<file path="src/rtl/ahb_pkg.sv">
// Shared AHB-Lite types and constants for the single-master initiator.
// Also provides the alignment helper used by the optional request alignment check.
package ahb_pkg;

    localparam int AHB_ADDR_W = 32;
    localparam int AHB_DATA_W = 64;

    typedef enum logic [1:0] {
        IDLE   = 2'd0,
        BUSY   = 2'd1,
        NONSEQ = 2'd2,
        SEQ    = 2'd3
    } htrans_e;

    typedef enum logic [2:0] {
        SINGLE = 3'd0,
        INCR   = 3'd1,
        WRAP4  = 3'd2,
        INCR4  = 3'd3,
        WRAP8  = 3'd4,
        INCR8  = 3'd5,
        WRAP16 = 3'd6,
        INCR16 = 3'd7
    } hburst_e;

    typedef enum logic [2:0] {
        BYTE  = 3'd0,
        HALF  = 3'd1,
        WORD  = 3'd2,
        DWORD = 3'd3
    } hsize_e;

    typedef enum logic {
        OKAY  = 1'b0,
        ERROR = 1'b1
    } hresp_e;

    // Data access, privileged.
    localparam logic [3:0] HPROT_DEFAULT = 4'b0011;

    typedef struct packed {
        logic [AHB_ADDR_W-1:0] addr;
        logic                  write;
        logic [2:0]            size;
        logic [AHB_DATA_W-1:0] wdata;
    } ahb_req_t;

    function automatic logic is_misaligned(input logic [AHB_ADDR_W-1:0] addr,
                                           input logic [2:0]            size);
        case (size)
            3'd0:    is_misaligned = 1'b0;
            3'd1:    is_misaligned = addr[0];
            3'd2:    is_misaligned = |addr[1:0];
            3'd3:    is_misaligned = |addr[2:0];
            default: is_misaligned = 1'b1;
        endcase
    endfunction

endpackage

</file>
<file path="src/rtl/ahb_lite_master.sv">
// AHB-Lite single-master initiator: valid/ready requests -> pipelined SINGLE/NONSEQ transfers.
// Optional macro AHB_MASTER_ALIGN_CHECK_EN turns misaligned requests into local error responses.
module ahb_lite_master
    import ahb_pkg::*;
#(
    parameter int ADDR_W = 32,
    parameter int DATA_W = 64
) (
    input  logic              i_clk,
    input  logic              i_rst_n,
    input  logic              i_req_valid,
    output logic              o_req_ready,
    input  logic [ADDR_W-1:0] i_req_addr,
    input  logic              i_req_write,
    input  logic [2:0]        i_req_size,
    input  logic [DATA_W-1:0] i_req_wdata,
    output logic              o_rsp_valid,
    output logic [DATA_W-1:0] o_rsp_rdata,
    output logic              o_rsp_err,
    output logic [ADDR_W-1:0] o_haddr,
    output logic [2:0]        o_hburst,
    output logic [2:0]        o_hsize,
    output logic [3:0]        o_hprot,
    output logic [1:0]        o_htrans,
    output logic              o_hwrite,
    output logic [DATA_W-1:0] o_hwdata,
    input  logic [DATA_W-1:0] i_hrdata,
    input  logic              i_hresp,
    input  logic              i_hready
);

    typedef enum logic {
        RUN  = 1'b0,
        ERR2 = 1'b1
    } state_e;

    state_e            state_q;
    ahb_req_t          a_q;
    logic              a_vld_q;
    logic              a_lerr_q;
    logic              d_vld_q;
    logic              d_write_q;
    logic              d_lerr_q;
    logic [DATA_W-1:0] hwdata_q;
    logic              rsp_vld_q;
    logic              rsp_err_q;
    logic [DATA_W-1:0] rsp_rdata_q;

    ahb_req_t          req_d;
    logic              req_lerr_d;
    logic              req_fire;

    assign o_req_ready = (!a_vld_q || i_hready) && (state_q == RUN) && i_rst_n;
    assign req_fire    = i_req_valid && o_req_ready;

    assign req_d.addr  = AHB_ADDR_W'(i_req_addr);
    assign req_d.write = i_req_write;
    assign req_d.size  = i_req_size;
    assign req_d.wdata = AHB_DATA_W'(i_req_wdata);

`ifdef AHB_MASTER_ALIGN_CHECK_EN
    assign req_lerr_d = is_misaligned(req_d.addr, req_d.size);
`else
    assign req_lerr_d = 1'b0;
`endif

    always_ff @(posedge i_clk or negedge i_rst_n) begin
        if (!i_rst_n) begin
            state_q     <= RUN;
            a_q         <= '0;
            a_vld_q     <= 1'b0;
            a_lerr_q    <= 1'b0;
            d_vld_q     <= 1'b0;
            d_write_q   <= 1'b0;
            d_lerr_q    <= 1'b0;
            hwdata_q    <= '0;
            rsp_vld_q   <= 1'b0;
            rsp_err_q   <= 1'b0;
            rsp_rdata_q <= '0;
        end else begin
            rsp_vld_q   <= 1'b0;
            rsp_err_q   <= 1'b0;
            rsp_rdata_q <= '0;

            // A accepts a new request whenever ready; it empties only as it advances into D.
            if (req_fire) begin
                a_q      <= req_d;
                a_vld_q  <= 1'b1;
                a_lerr_q <= req_lerr_d;
            end else if (state_q == RUN && i_hready) begin
                a_q      <= '0;
                a_vld_q  <= 1'b0;
                a_lerr_q <= 1'b0;
            end

            case (state_q)
                RUN: begin
                    if (i_hready) begin
                        if (d_vld_q) begin
                            rsp_vld_q   <= 1'b1;
                            rsp_err_q   <= i_hresp | d_lerr_q;
                            rsp_rdata_q <= (d_write_q || i_hresp || d_lerr_q) ? '0 : i_hrdata;
                        end
                        d_vld_q   <= a_vld_q;
                        d_write_q <= a_q.write;
                        d_lerr_q  <= a_lerr_q;
                        hwdata_q  <= DATA_W'(a_q.wdata);
                    end else if (d_vld_q && i_hresp && !d_lerr_q) begin
                        state_q <= ERR2;
                    end
                end
                ERR2: begin
                    // Second error cycle: the waiting address phase was cancelled and is re-issued.
                    if (i_hready) begin
                        rsp_vld_q <= 1'b1;
                        rsp_err_q <= 1'b1;
                        d_vld_q   <= 1'b0;
                        state_q   <= RUN;
                    end
                end
                default: state_q <= RUN;
            endcase
        end
    end

    assign o_htrans    = (a_vld_q && !a_lerr_q && state_q == RUN) ? NONSEQ : IDLE;
    assign o_haddr     = ADDR_W'(a_q.addr);
    assign o_hsize     = a_q.size;
    assign o_hwrite    = a_q.write;
    assign o_hburst    = SINGLE;
    assign o_hprot     = HPROT_DEFAULT;
    assign o_hwdata    = hwdata_q;
    assign o_rsp_valid = rsp_vld_q;
    assign o_rsp_err   = rsp_err_q;
    assign o_rsp_rdata = rsp_rdata_q;

endmodule

</file>
<file path="config.mk">
export PLATFORM = sky130hd
export DESIGN_NAME = ahb_lite_master
export DESIGN_NICKNAME = d
export VERILOG_FILES = /design/src/rtl/ahb_pkg.sv /design/src/rtl/ahb_lite_master.sv
export SDC_FILE = /design/constraint.sdc
export NUM_CORES = 1
export LEC_CHECK = 0
export ABC_AREA = 0
export CELL_PAD_IN_SITES_DETAIL_PLACEMENT = 1
export CELL_PAD_IN_SITES_GLOBAL_PLACEMENT = 1
export CORE_AREA = 2 2 161 163
export CTS_CLUSTER_DIAMETER = 120
export DETAILED_ROUTE_END_ITERATION = 16
export DIE_AREA = 0 0 163 165
export PLACE_DENSITY = 0.91
export SYNTH_ARGS = -nofsm -noshare
export SYNTH_HDL_FRONTEND = slang
export SYNTH_SLANG_ARGS = --single-unit
</file>
<file path="constraint.sdc">
create_clock -name i_clk -period 1.9 [get_ports i_clk]
set_clock_uncertainty 0.2 [all_clocks]
set_input_delay 0.38 -clock i_clk [delete_from_list [all_inputs] [get_ports i_clk]]
set_output_delay 0.38 -clock i_clk [all_outputs]
set_load 0.005 [all_outputs]
</file>
==> key figures, run 1 <==
Status
  • Outcome: complete, but fails checks
  • Failing checks: hold timing, setup timing

Setup path
  • Critical Path RT: approximately 1.3 ns
  • FF-to-FF Start: state_q
  • R2r worst-path depth: 6
  • Critical Path End Type: primary output
  • Setup crit start kind: flop
  • Worst Path Arrival: 1.35 ns
  • Crit. Startpoint: a_vld_q
  • R2R Setup Slk: 0.04 ns
  • Crit path max fanout: 2
  • RR Endpoint: o_rsp_rdata[40]
  • Worst Setup Path Type: reg2out

Yosys
  • Post-Syn Area: 8480 µm²
  • Mean post-synth cell area: 15.2 µm²
  • Post-synth top area share: 69.1%
  • Yosys top cell by area: dfrtp_1
  • #FFs+latches synth: 234
  • Seq/Total Area, Yosys: 69.1%
  • Post-synth cell types: 21
  • Yosys warnings: 0
  • Ranking of synthesized cells by area: dfrtp_1, a22o_1, mux2_2
  • Syn Inst Count: around 560

Timing
  • Slew @ Worst Pin: between 0.9 and 1 ns
  • Max Clock Freq: ~520 MHz
  • Slew Limit Headroom: between 30 and 40%
  • RSZ-0062 raised after global routing: true
  • Setup ws final: -0.0313 ns
  • Hold Vio Cnt, Final: 7
  • Final setup violation count: 1
  • Max Transition Viols Final: 0
  • Final Hold Slack: -0.0436 ns
  • Final min period: between 1.5 and 2 ns
  • Final period util: 102%

Routing
  • WL/cell: just over 20 µm
  • Drt drc: 0
  • Vias: 5,829
  • Top sig layer: met4
  • Vias per inst: 4.73
  • Wire length on met3: between 2000 and 2500 µm
  • Final wirelength: 25,400 µm
  • Routed length on met2: 13,200 µm
  • DRT Pass-1 Iters: 4
  • DRT met1 WL: 9500 µm
  • Detail Route Antenna Nets: 0
  • Initial DRC count: 266

Clock network
  • CTS Sinks: 234
  • Worst-path clk slew: 0.06 ns
  • TritonCTS clock tree: built
  • H-tree levels: 1
  • Root Driver: clkbuf_16
  • Clk_lat worst skew: 0.52 ns
  • Max Buffers Root-to-Sink: 3
  • CTS Buf Count: 26

Place
  • Placed Area: 12,000 µm²
  • DP HPWL: about 17,000 µm
  • Placer Congestion: 0.738
  • IO buf count: around 340

Global routing
  • Number of global-route vias before repair: 6,636
  • Largest net degree at the start of global routing: 159
  • First-pass GRT wire length: 38,200 µm
  • Grt total ovfl: 0
  • Total GRT Usage: 18.3%
  • Initial antenna violation count: 0

Floorplanning
  • I/O pins: 345
  • Die area: ~27,000 µm²
  • Die width: 163 µm
  • Die Ht: 165 µm
  • Num rows: 58
  • Starting Density: 33.9%
  • Core Box Area: between 20,000 and 30,000 µm²

Final layout
  • Share of cells above drive strength 1: 17.2%
  • Util after Layout: 51.5%
  • N_diodes: 0
  • Fillcell total: 2,519
  • Seq. cell area: 5860 µm²
  • Area growth, synth to finish: 52.0%
  • NumNets Final: 1,054
  • Finished Cell Area: roughly 13,000 µm²
  • Area occupied by multi-input gates: about 2200 µm²

Power and ir drop
  • Leakage: roughly 6.7 nW
  • Peak VDD IR: between 0.0005 and 0.0006 V
  • Power Density: 1010 nW/µm²

Job
  • Max_cap viols: 0

Hold path
  • HP Class: in2async
[area by class of cell]
type                       instances  area share [%]
clock buffer                      41            6.11
clock inverter                     5           0.524
multi-input combinational        251            17.2
sequential                       234            45.5
tap                              330            3.21
timing repair buffer             372            27.5
[cell usage after synthesis]
cell	count
a21o_1	1
buf_2	19
clkbuf_2	6
nor2b_1	3
conb_1	2
nor2_1	1
a21oi_1	1
nor3b_1	1
nand2b_1	1
dfrtp_1	234
and3b_1	1
a22o_1	100
and2_1	64
o21bai_1	1
nor4b_4	1
clkbuf_1	8
o21a_1	1
buf_1	2
buf_4	43
and4bb_2	1
mux2_2	66
[worst max-delay path by stage]
stage                   end  depth (start not counted)
4_1_cts         o_req_ready                          3
5_1_grt         o_req_ready                          3
3_3_place_gp    o_req_ready                          4
3_5_place_dp    o_req_ready                          4
6_report        o_req_ready                          3
2_1_floorplan  o_hwdata[24]                          4
[through the flow]
stage               setup WS, ns  cells  hold WS, ns  setup TNS (ns)  power (W)
floorplan                  0.207    563       -0.116               0    0.00684
global placement          -0.391   1170       0.0697          -37.21    0.00828
detailed placement        -0.355   1170       0.0732          -44.27    0.00840
CTS                      -0.0712   1230     0.000514         -0.0712     0.0132
global route             -0.0971   1233       0.0561          -0.966     0.0137
finish                   -0.0313   1233      -0.0436         -0.0313     0.0130
[critical path, cell delays in order (launching register included)]
cell and delay (ns):
dfrtp_1 0.38, nor2b_4 0.13, nor3b_2 0.16, buf_2 0.16
[flip-flops by register name (all words and copies together) (netlist names)]
name / cells
a_q: 64
o_hwdata: 64
o_rsp_rdata: 64
o_haddr: 32
o_hsize: 3
a_vld_q: 1
d_vld_q: 1
d_write_q: 1
o_hwrite: 1
o_rsp_err: 1
o_rsp_valid: 1
state_q: 1
[kinds of logic (layout without fill, tap and decap cells)]
family	after synthesis	in the layout	synth area share, %
other	2	8	0.0886
buffers and inverters	78	418	5.73
DFF	234	234	69.1
and+or+nand+nor	73	73	5.68
muxes	66	66	8.77
AOI/OAI and AO/OA	104	104	10.7
[timing repair]
action | 4_1_cts | 5_1_grt
setup buffers | 13 | 1
resized for setup | 178 | 13
cloned | 0 | 2
hold buffers | 2 | 0
setup endpoints to repair | 168 | 67
pin swaps | 0 | 2
endpoints found under the hold margin | 160 | 0
[power breakdown]
| part | leakage, nW | switching [W] | internal, W |
|---|---|---|---|
| sequential | 3.14 | 0.000306 | 0.00557 |
| combinational | 3.13 | 0.000907 | 0.00132 |
| clock | 0.416 | 0.00196 | 0.00297 |
| total | 6.69 | 0.00318 | 0.00985 |
[layout by cell type (no fill, tap or decap), types with 2 or more instances in the layout]
cell type / n
a22o_1: 100
and2_1: 59
and2_4: 5
buf_12: 7
buf_4: 24
buf_6: 3
clkbuf_1: 7
clkbuf_16: 27
clkbuf_8: 8
clkdlybuf4s50_1: 167
conb_1: 8
dfrtp_1: 233
dlygate4sd2_1: 166
dlygate4sd3_1: 2
mux2_2: 66
nor2b_4: 2
[per-layer routing]
metal / up-vias / track usage, %
met4: 0 / 4.10
li1: 2565 / -
met3: 28 / 6.28
met5: - / 0
met1: 2980 / 20.5
met2: 256 / 33.7
Power figures use the tool's default switching activity.
==> run 2, diff against run 1 <==
--- a/config.mk
+++ b/config.mk
@@ -16,3 +16,4 @@
 export SYNTH_ARGS = -nofsm -noshare
 export SYNTH_HDL_FRONTEND = slang
 export SYNTH_SLANG_ARGS = --single-unit
+export TNS_END_PERCENT = 20
==> run 2 against run 1 <==
  * The run still ends with hold timing, setup timing left
  * First-iteration DRC count decreased by 1.1%
  * Sequential share of layout area increased by 0.31 points
  * Via count decreased by 0.93%
  * Register-to-register slack about the same
  * Routed wire length decreased by 0.56%
  * Clock power about the same
  * Sequential power about the same
  * Cell count decreased by 0.81%
==> key figures, run 2 (synthesized netlist as in run 1, its figures left out) <==
Setup path
  • Crit path max fanout: 2
  • Worst path buffer plus inverter count: 1
  • Critical Path RT: 1.32 ns
  • Setup crit start kind: flop
  • Critical path's top delay family: flip-flops
  • Critical Path End Type: primary output
  • CP max stage delay: 0.38 ns
  • Slowest CP cell: dfrtp_1
  • Worst Setup Path Type: reg2out
  • Worst Path Arrival: 1.35 ns
  • Crit-path cells: nor2b_4 -> nor3b_2 -> buf_2

Clock network
  • Worst-path clk slew: ~0.060 ns
  • Clk_lat worst skew: approximately 0.52 ns
  • Root Driver: clkbuf_16
  • Max Buffers Root-to-Sink: 3
  • CTS Sinks: 234
  • TritonCTS clock tree: built
  • CTS Buf Count: 26
  • H-tree levels: 1

Power and ir drop
  • Leakage: 6.63 nW
  • Peak VDD IR: 0.000597 V
  • Power Density: 1010 nW/µm²

Floorplanning
  • I/O pins: 345
  • Die area: between 20,000 and 30,000 µm²
  • Num rows: 58
  • Die width: 163 µm
  • Starting Density: 33.9%
  • Die Ht: 165 µm
  • Core Box Area: 25,000 µm²

Hold path
  • HP Class: in2async

Timing
  • Final Hold Slack: -0.0448 ns
  • Setup TNS: -0.0312 ns
  • Final min period: 1.93 ns
  • Setup ws final: -0.0312 ns
  • Final period util: 102%
  • Max Transition Viols Final: 0
  • RSZ-0062 raised after global routing: true
  • Hold Vio Cnt, Final: 7
  • Slew @ Worst Pin: 0.940 ns
  • Slew Limit Headroom: 37.3%
  • Final setup violation count: 1
  • Max Clock Freq: 518 MHz

Status
  • Outcome: complete, but fails checks
  • Failing checks: hold timing, setup timing

Global routing
  • Number of global-route vias before repair: about 6,600
  • Largest net degree at the start of global routing: 159
  • Grt total ovfl: 0
  • Initial antenna violation count: 0
  • First-pass GRT wire length: 38,100 µm
  • Total GRT Usage: 18.3%

Final layout
  • NumNets Final: about 1,000
  • Area growth, synth to finish: 50.9%
  • Util after Layout: about half
  • N_diodes: 0
  • Share of cells above drive strength 1: 15.7%
  • Most common library cell in the layout ignoring fill and taps: dfrtp_1
  • Most frequent cells in the layout: dfrtp_1, clkdlybuf4s50_1, dlygate4sd2_1

Job
  • Max_cap viols: 0

Place
  • DP HPWL: 17,500 µm
  • Placer Congestion: around 0.74
  • IO buf count: 336
  • DP Worst Slack: -0.355 ns

Routing
  • Detail Route Antenna Nets: 0
  • WL/cell: 20.7 µm
  • Initial DRC count: roughly 260
  • Vias per inst: roughly 4.7
  • DRT Pass-1 Iters: 4
  • Final wirelength: 25,300 µm
  • Vias: 5,775
  • Drt drc: 0
[run 2: cell types whose count changed in the layout (fill, tap and decap cells not counted), sizes merged]
cell	previous run	this run
buf	36	26
[run 2: per-layer routing]
metal / up-vias / track usage, % / part of all wire, % / routed length, µm
met5: - / 0 / 0 / 0
met2: 258 / 33.7 / 52 / 13200
li1: 2546 / - / - / -
met3: 28 / 6.23 / 8.9 / 2250
met1: 2943 / 20.4 / 37 / 9400
met4: 0 / 4.10 / 1.8 / 443
[run 2: through the flow]
stage	std cells	power [W]	cell area, µm²	hold WS, ns
floorplan	563	0.00684	8500	-0.116
detailed placement	1170	0.00840	12000	0.0732
global placement	1170	0.00828	12000	0.0697
finish	1223	0.0130	12800	-0.0448
global route	1223	0.0136	12800	0.0561
CTS	1220	0.0132	12700	0.000514
[run 2: cell type report]
| class | instances | area [µm²] |
|---|---|---|
| clock buffer | 41 | 787 |
| clock inverter | 5 | 67.6 |
| fill | 2529 | 12200 |
| multi-input combinational | 251 | 2200 |
| sequential | 234 | 5860 |
| tap | 330 | 413 |
| timing repair buffer | 362 | 3470 |
[run 2: power by group]
| group | total (W) | switching, W | leakage [nW] | internal, W |
|---|---|---|---|---|
| Clock | 0.00494 | 0.00197 | 0.416 | 0.00297 |
| Combinational | 0.00217 | 0.000893 | 3.07 | 0.00128 |
| Sequential | 0.00587 | 0.000308 | 3.14 | 0.00557 |
| Total | 0.0130 | 0.00317 | 6.63 | 0.00981 |
[run 2: worst reg2reg max path, stage by stage (launching register included)]
cell and delay (ns):
dfrtp_2 0.45, buf_4 0.17, nand2b_4 0.16, nor4b_4 0.29, buf_6 0.18, clkbuf_16 0.18
and2_1 0.16
[run 2: path summary, 6_finish.rpt]
path	to	slack [ns]	cells past startpoint	from
max	o_req_ready	-0.03	3	a_vld_q
min	state_q	-0.04	3	i_rst_n
max reg2reg	o_rsp_rdata[40]	0.03	6	state_q
min reg2reg	a_q[52]	0.30	1	a_q[52]
max in group asynchronous	o_hwdata[58]	0.45	3	i_rst_n
min in group i_clk	o_rsp_rdata[32]	0.21	2	i_hrdata[32]
[run 2: repair_timing]
| action | 4_1_cts | 5_1_grt |
|---|---|---|
| hold endpoints to repair | 160 | 0 |
| pin swaps | 0 | 2 |
| buffers inserted | 3 | 1 |
| hold buffers | 2 | 0 |
| gates cloned | 0 | 2 |
| setup endpoints to repair | 168 | 67 |
| resized for setup | 178 | 8 |
==> run 3, diff against run 2 <==
--- a/config.mk
+++ b/config.mk
@@ -12,6 +12,7 @@
 export CTS_CLUSTER_DIAMETER = 120
 export DETAILED_ROUTE_END_ITERATION = 16
 export DIE_AREA = 0 0 163 165
+export HOLD_SLACK_MARGIN = 0.03
 export PLACE_DENSITY = 0.91
 export SYNTH_ARGS = -nofsm -noshare
 export SYNTH_HDL_FRONTEND = slang
==> run 3 against run 2 <==
  * The run ends with setup timing left
  * Largest power group unchanged
  * Critical path depth stayed put
  * Flip-flop and latch count stayed put
  * Non-clock buffer count is 1 lower
  * Highest routed layer unchanged
  * Global-route usage stayed put
==> key figures, run 3 (synthesized netlist as in run 1, its figures left out) <==
Global routing
  • Total GRT Usage: approximately 18%
  • Met1 Use GR: between 20% and 30%
  • First-pass GRT wire length: 38,100 µm
  • Met3 Use GR: between 6 and 7%
  • GRT met2 Usage: 33.7%
  • Most Crowded Layer GR: met2
  • Grt total ovfl: 0
  • Number of global-route vias before repair: 6,589
  • Initial antenna violation count: 0
  • Largest net degree at the start of global routing: 159

Setup path
  • Setup crit start kind: flop
  • Worst Setup Path Type: reg2out
  • Slowest CP cell: dfrtp_1
  • Critical Path RT: 1.32 ns
  • Critical path's top delay family: flip-flops
  • Worst path buffer plus inverter count: 1
  • Crit path max fanout: 2
  • Critical Path End Type: primary output
  • CP max stage delay: 0.38 ns
  • Worst Path Arrival: between 1 and 1.5 ns
  • Crit-path cells: nor2b_4 -> nor3b_2 -> buf_2

Routing
  • Drt drc: 0
  • DRT Pass-1 Iters: 4
  • Final wirelength: 25,300 µm
  • Vias: 5,780
  • Initial DRC count: 273
  • Vias per inst: 4.73
  • Detail Route Antenna Nets: 0
  • WL/cell: between 20 and 25 µm

Clock network
  • Worst-path clk slew: 0.06 ns
  • H-tree levels: 1
  • Clk_lat worst skew: 0.52 ns
  • CTS Buf Count: 26
  • Max Buffers Root-to-Sink: 3
  • TritonCTS clock tree: built
  • Root Driver: clkbuf_16
  • CTS Sinks: 234

Timing
  • Setup TNS: -0.0315 ns
  • Slew Limit Headroom: 37.7%
  • Max Transition Viols Final: 0
  • Final min period: 1.93 ns
  • Hold Vio Cnt, Final: 0
  • Final period util: 102%
  • Setup ws final: -0.0315 ns
  • Slew @ Worst Pin: 0.934 ns
  • Final setup violation count: 1
  • Max Clock Freq: 518 MHz
  • RSZ-0062 raised after global routing: true

Floorplanning
  • I/O pins: 345
  • Die Ht: 165 µm
  • Core Box Area: 25,000 µm²
  • Starting Density: 33.9%
  • Die area: about 27,000 µm²
  • Num rows: between 50 and 60
  • Die width: between 150 and 200 µm

Place
  • Placed Area: about 12,000 µm²
  • DP HPWL: 17,500 µm
  • Placer Congestion: 0.738
  • IO buf count: 336
  • Placed insts: ~1,200

Final layout
  • N_diodes: 0
  • Post-Layout Cell Count: 1,222
  • NumNets Final: 1,043
  • Share of cells above drive strength 1: 15.6%
  • Most common library cell in the layout ignoring fill and taps: dfrtp_1
  • Area growth, synth to finish: 51.0%
  • Finished Cell Area: 12,800 µm²
  • Most frequent cells in the layout: dfrtp_1, clkdlybuf4s50_1, dlygate4sd2_1

Power and ir drop
  • Peak VDD IR: 0.000593 V
  • Total design power: 0.0130 W
  • Power Density: 1020 nW/µm²
  • Leakage: 6.64 nW

Hold path
  • HP Class: in2async

Status
  • Outcome: complete, but fails checks
  • Failing checks: setup timing

Job
  • Max_cap viols: 0
==> run 3: final cells by class <==
type / instances / area, µm²
well taps: 330 / 413
fillers: 2528 / 12200
multi-input cells: 251 / 2200
clock inverters: 5 / 67.6
flip-flops and latches: 234 / 5860
clock buffers: 41 / 787
repair buffers: 361 / 3470
==> run 3: path summary, 6_finish.rpt <==
kind,slack [ns],from,depth (start not counted),to
max in group asynchronous,0.58,i_rst_n,4,o_rsp_rdata[4]
min,0.11,i_rst_n,3,o_hwdata[20]
max,-0.03,a_vld_q,3,o_req_ready
max reg2reg,0.04,state_q,5,o_rsp_rdata[40]
min in group i_clk,0.21,i_hrdata[32],2,o_rsp_rdata[32]
min reg2reg,0.30,a_q[52],1,a_q[52]
==> run 3: report_power, final <==
part	internal, W	total, W	switching, W
clock network	0.00297	0.00494	0.00197
logic	0.00129	0.00219	0.000903
registers	0.00557	0.00588	0.000312
total	0.00983	0.0130	0.00318
==> run 3: metal layers <==
metal  share of wire [%]  vias to the layer above
li1                    -                     2545
met1                  37                     2948
met2                  52                      259
met3                 9.1                       28
met4                 1.7                        0
met5                   0                        -
==> run 3: metrics by stage <==
stage	utilization, %	hold WS [ns]	setup WS, ns
3_5_place_dp	48.1	0.0732	-0.355
5_1_grt	51.1	0.144	-0.100
4_1_cts	50.9	0.185	-0.0712
3_3_place_gp	48.1	0.0697	-0.391
2_1_floorplan	-	-0.116	0.207
6_report	51.1	0.112	-0.0315
==> run 3: worst reg2reg max path: stages (launching register included) <==
cell and delay, ns:
dfrtp_2 0.45, buf_4 0.17, nand2b_4 0.16, nor4b_4 0.34
buf_12 0.26, and2_1 0.21
==> run 3: timing repair <==
item / CTS / global route
resized for setup: 178 / 6
endpoints found under the setup margin: 168 / 147
pin swaps: 0 / 2
endpoints found under the hold margin: 160 / 0
setup buffers: 3 / 1
gates cloned: 0 / 1
hold buffers: 2 / 0
